===== config.mk =====
export PLATFORM = sky130hd
export DESIGN_NAME = systolic_skew_feeder
export DESIGN_NICKNAME = d
export VERILOG_FILES = /design/src/rtl/systolic_skew_feeder.sv
export SDC_FILE = /design/constraint.sdc
export NUM_CORES = 1
export LEC_CHECK = 0
export ABC_AREA = 1
export CAP_MARGIN = 10
export CORE_ASPECT_RATIO = 1.5
export CORE_MARGIN = 1.5
export CORE_UTILIZATION = 45
export CTS_CLUSTER_SIZE = 12
export DETAILED_ROUTE_END_ITERATION = 16
export GPL_TIMING_DRIVEN = 0
export HOLD_SLACK_MARGIN = 0.15
export PLACE_DENSITY = 0.81
export SLEW_MARGIN = 20
export SYNTH_ARGS = -nofsm -noshare
export SYNTH_HDL_FRONTEND = slang
export SYNTH_SLANG_ARGS = --single-unit

===== constraint.sdc =====
create_clock -name i_clk -period 13.06 [get_ports i_clk]
set_clock_uncertainty 0.05 [all_clocks]
set_input_delay 2.612 -clock i_clk [delete_from_list [all_inputs] [get_ports i_clk]]
set_output_delay 2.612 -clock i_clk [all_outputs]
set_load 0.02 [all_outputs]

===== src/rtl/systolic_skew_feeder.sv =====
// Operand sequencer for an output-stationary systolic matmul array: captures A/B on start
// and streams diagonally skewed row/column operands, with stall, B-transpose and drain timing.
module systolic_skew_feeder #(
  parameter int W      = 16,
  parameter int ROWS   = 3,
  parameter int COLS   = 3,
  parameter int K      = 3,
  parameter int PE_LAT = 1
) (
  input  logic                  i_clk,
  input  logic                  i_rst_n,
  input  logic                  i_start,
  input  logic                  i_mode,
  input  logic [W*ROWS*K-1:0]   i_A,
  input  logic [W*K*COLS-1:0]   i_B,
  input  logic                  i_stall,
  output logic [W*ROWS-1:0]     o_pe_a,
  output logic [W*COLS-1:0]     o_pe_b,
  output logic                  o_feed_valid,
  output logic                  o_acc_clr,
  output logic                  o_busy,
  output logic                  o_done
);

  localparam int F    = K + ((ROWS > COLS) ? ROWS : COLS) - 1;
  localparam int D    = ((ROWS < COLS) ? ROWS : COLS) - 1 + PE_LAT;
  localparam int CMAX = (F > D) ? F : D;
  localparam int CW   = $clog2(CMAX + 1);

  localparam logic [CW-1:0] F_LAST = CW'(F - 1);
  localparam logic [CW-1:0] D_LAST = (D > 0) ? CW'(D - 1) : '0;

  if (ROWS < 1 || COLS < 1 || K < 1) begin : g_bad_dims
    $error("systolic_skew_feeder: ROWS, COLS and K must all be >= 1");
  end

  typedef enum logic [1:0] {
    S_IDLE,
    S_FEED,
    S_DRAIN,
    S_DONE
  } state_t;

  state_t                 state_q, state_d;
  logic [CW-1:0]          cnt_q, cnt_d;
  logic [W*ROWS*K-1:0]    a_q, a_d;
  logic [W*K*COLS-1:0]    b_q, b_d;
  logic                   mode_q, mode_d;
  logic [W*ROWS-1:0]      pe_a_q, pe_a_d;
  logic [W*COLS-1:0]      pe_b_q, pe_b_d;
  logic                   valid_q, valid_d;
  logic                   clr_q, clr_d;
  logic                   hold;
  int                     kt;

  // Element (r,k) of the row-major A image; element (0,0) sits in the MSBs.
  function automatic logic [W-1:0] a_elem(input logic [W*ROWS*K-1:0] m, input int r, input int k);
    a_elem = m[(ROWS*K - 1 - (r*K + k))*W +: W];
  endfunction

  // B[k][c]; in transpose mode the image is Bt (COLS x K), so read Bt element (c,k).
  function automatic logic [W-1:0] b_elem(input logic [W*K*COLS-1:0] m, input logic tr,
                                          input int k, input int c);
    int idx;
    idx    = tr ? (c*K + k) : (k*COLS + c);
    b_elem = m[(K*COLS - 1 - idx)*W +: W];
  endfunction

  always_ff @(posedge i_clk or negedge i_rst_n) begin
    if (!i_rst_n) begin
      state_q <= S_IDLE;
      cnt_q   <= '0;
      a_q     <= '0;
      b_q     <= '0;
      mode_q  <= 1'b0;
      pe_a_q  <= '0;
      pe_b_q  <= '0;
      valid_q <= 1'b0;
      clr_q   <= 1'b0;
    end else begin
      state_q <= state_d;
      cnt_q   <= cnt_d;
      a_q     <= a_d;
      b_q     <= b_d;
      mode_q  <= mode_d;
      pe_a_q  <= pe_a_d;
      pe_b_q  <= pe_b_d;
      valid_q <= valid_d;
      clr_q   <= clr_d;
    end
  end

  // Edge operands are computed from the next state/count so that the values for
  // index t are already registered during the cycle the FSM sits at t.
  always_comb begin
    state_d = state_q;
    cnt_d   = cnt_q;
    a_d     = a_q;
    b_d     = b_q;
    mode_d  = mode_q;
    pe_a_d  = pe_a_q;
    pe_b_d  = pe_b_q;
    valid_d = 1'b0;
    clr_d   = 1'b0;
    hold    = 1'b0;
    kt      = 0;

    case (state_q)
      S_IDLE, S_DONE: begin
        if (i_start) begin
          state_d = S_FEED;
          cnt_d   = '0;
          clr_d   = 1'b1;
          a_d     = i_A;
          b_d     = i_B;
          mode_d  = i_mode;
        end else begin
          state_d = S_IDLE;
        end
      end
      S_FEED: begin
        if (i_stall) begin
          hold = 1'b1;
        end else if (cnt_q == F_LAST) begin
          cnt_d   = '0;
          state_d = (D == 0) ? S_DONE : S_DRAIN;
        end else begin
          cnt_d = cnt_q + CW'(1);
        end
      end
      S_DRAIN: begin
        if (i_stall) begin
          hold = 1'b1;
        end else if (cnt_q == D_LAST) begin
          cnt_d   = '0;
          state_d = S_DONE;
        end else begin
          cnt_d = cnt_q + CW'(1);
        end
      end
      default: state_d = S_IDLE;
    endcase

    if (!hold) begin
      pe_a_d = '0;
      pe_b_d = '0;
      if (state_d == S_FEED) begin
        valid_d = 1'b1;
        for (int unsigned r = 0; r < ROWS; r++) begin
          kt = int'(cnt_d) - int'(r);
          if (kt >= 0 && kt < K) pe_a_d[r*W +: W] = a_elem(a_d, int'(r), kt);
        end
        for (int unsigned c = 0; c < COLS; c++) begin
          kt = int'(cnt_d) - int'(c);
          if (kt >= 0 && kt < K) pe_b_d[c*W +: W] = b_elem(b_d, mode_d, kt, int'(c));
        end
      end
    end
  end

  assign o_pe_a       = pe_a_q;
  assign o_pe_b       = pe_b_q;
  assign o_feed_valid = valid_q;
  assign o_acc_clr    = clr_q;
  assign o_busy       = (state_q == S_FEED) || (state_q == S_DRAIN);
  assign o_done       = (state_q == S_DONE);

endmodule

==> results.cfg <==
[cts]
clockRootBuffer = clkbuf_16
cts.sinks = 392
hold_buffers = 0
cts-resized-gates = 0
clkLatencyLatePin_ns = 0.57
clkSlewWorstSetupHoldPaths_ns = 0.06
cts_setup_buffers = 0
h-tree-depth = 2
cts_buffer_depth = 3
cts-buffers-inserted = 40
cts_tree = built

[global_route]
grt_pass1_vias = 22036
grtUsageTotal = 0.3414
grt_overflow = 0
grt_max_degree = 94
grt_first_pass_wirelength_um = 127400
antenna_found_initial = 2

[critical_path]
critical_path_class = in2reg
cp.required_ns = 13.50
crit_arrival_ns = 8.90
critical_path.endpoint_type = flip-flop
path_buf_inv = 10
cp_max_fo = 14
slowest_stage = clkdlybuf4s50_1
cpMostUsedCell = nand2_1
reg2regPathDepth = 28
r2r-start = state_q[0]
cp_top_family = buffers and inverters
start_kind = primary input
reg2reg_to = o_pe_b[24]
r2r_slack_ns = 6.26
slowest_delay_ns = 0.58

[finish]
area_delta_synth_final_pct = 27.59
layout_commonest_cell = nand2_1
multi_input_area_um2 = 10190
drive_above_1_share = 0.1100
final-seq-area_um2 = 9809
utilization = 0.5803
stdcell_count = 4040
layout_common_cells = nand2_1, o21ai_0, dfrtp_1
nFillCells = 4455
finalNetCount = 3687

[synth]
synth-compound-area-share = 0.1337
synth_top_family_by_area = simple AND/OR/NAND/NOR gates
async_reset_ff_frac = 1.000
synthFlopType = dfrtp_1
yosys.area.top_type = dfrtp_1
yosysTopAreaCellShare = 0.4453
ys_warn_count = 0
synth_area_per_cell_um2 = 7.528
synthAdderAreaFrac = 0.01772
synth_seq_cells = 392
synthesis.nets = 3249
synth_edf_count = 0
synth_seq_area_share = 0.4453
synth-xor-area-share = 0.004544
syn_area_um2 = 22030
synthMuxAreaShare = 0.03363
yosys.area_share.simple = 0.2730
syn_inst = 2926
yosys-top-cells-area = dfrtp_1, nand2_1, o21ai_0, inv_1, or2_2
synthDistinctLibCells = 53

[timing]
setup-violations-final = 0
relSlewSlack = 0.2874
slew_violations = 0
hold_viol_final = 0
tns_ns = 0
finalCriticalPeriod_ns = 8.464
tightest_slew_ns = 1.069
rsz0062_at_grt = false
fin_ws_ns = 4.596
max_freq_mhz = 118.2
fin_crit_sh = 0.6481

[route]
drt_iter0_markers = 1544
wl_um = 86190
dr.pass1.iters = 6
drt-vias-per-instance = 5.372
drc = 0
drtAntennaViolNets = 0
routedWlPerCell_um = 21.33
vias = 21704

[floorplan]
die_area_um2 = 50310
coreArea_um2 = 48430
pin_count = 393
start_util = 0.4548
die_x_um = 183.6
rows = 99
die_h_um = 274.0

[min_path]
holdPathEnd = b_q[98]
hold_depth = 2
hp-class = reg2reg
worstHoldStart = b_q[98]

[run]
cap_violations = 0

[placed_design]
dp_hpwl_um = 66400
gp_congestion = 1.028
port_buffers = 392
post-place-ws_ns = 4.141
post-place-cells = 3978

[status]
outcome = finished clean
## how the worst max path moves through the flow
stage | to | slack [ns] | cells after the start | startpoint
3_5_place_dp | o_pe_b[29] | 4.14 | 28 | i_stall
2_1_floorplan | o_pe_b[21] | 6.37 | 26 | i_stall
5_1_grt | o_pe_b[24] | 4.11 | 28 | i_stall
6_report | o_pe_b[24] | 4.60 | 28 | i_stall
4_1_cts | o_pe_b[29] | 4.70 | 28 | i_stall
3_3_place_gp | o_acc_clr | -7.99 | 1 | i_rst_n
## metrics by stage
step	hold WS [ns]	area, µm²
2_1_floorplan	0.3900	22030
3_3_place_gp	0.4033	26770
3_5_place_dp	0.4073	26890
4_1_cts	0.4231	28100
5_1_grt	0.4406	28110
6_report	0.4245	28110
## metal layers
layer / wire, µm / part of all wire / global-route usage
met2: 43040 / 0.50 / 0.6062
met3: 4450 / 0.052 / 0.03294
met5: 0 / 0 / 0
met4: 8763 / 0.10 / 0.2972
met1: 29930 / 0.35 / 0.3603
## worst register-to-register path, delay by kind of cell (launching register included)
family | cells | cell delay, ns
adders and majority gates | 4 | 1.47
buffers and inverters | 10 | 2.94
DFF | 1 | 0.41
and+or+nand+nor | 14 | 1.88
## synthesized netlist by cell type, types with 7 or more instances
library cell and count:
buf_2 73, inv_2 16, o21ai_1 69, ha_1 28, clkbuf_1 71, nand2_1 893
o211ai_1 13, nand3_1 165, a21oi_1 24, nand4_1 7, o21a_1 14, nand2_2 11
buf_4 10, inv_1 302, nor2_1 103, or2_2 164, buf_1 7, mux2i_1 74
o21ai_0 424, nand3_2 10, dfrtp_1 392
## cells by family (layout without fill, tap and decap cells)
family,after synthesis,count (layout)
compound gates,560,560
mux,74,74
other cells,0,2
buf+inv,491,947
flops,392,392
fa+ha+maj,30,30
simple gates,1374,1374
xor+xnor,5,5
## state kept, by name, indices dropped and copies added (netlist names)
register / cells
a_q: 144
b_q: 144
cnt_q: 3
mode_q: 1
o_acc_clr: 1
o_feed_valid: 1
o_pe_a: 48
o_pe_b: 48
state_q: 2
## area by class of cell
cell class / instances / area share
Tap cell: 656 / 0.02920
Antenna cell: 2 / 0.0001781
Sequential cell: 392 / 0.3490
Buffer: 169 / 0.02894
Multi-Input combinational cell: 2043 / 0.3626
Timing Repair Buffer: 396 / 0.1437
Clock inverter: 5 / 0.003739
Clock buffer: 55 / 0.03944
Inverter: 322 / 0.04318
Power is left out: the tool's default activity adds up to more than one toggle a clock period on the data nets, which glitch-free logic cannot reach.
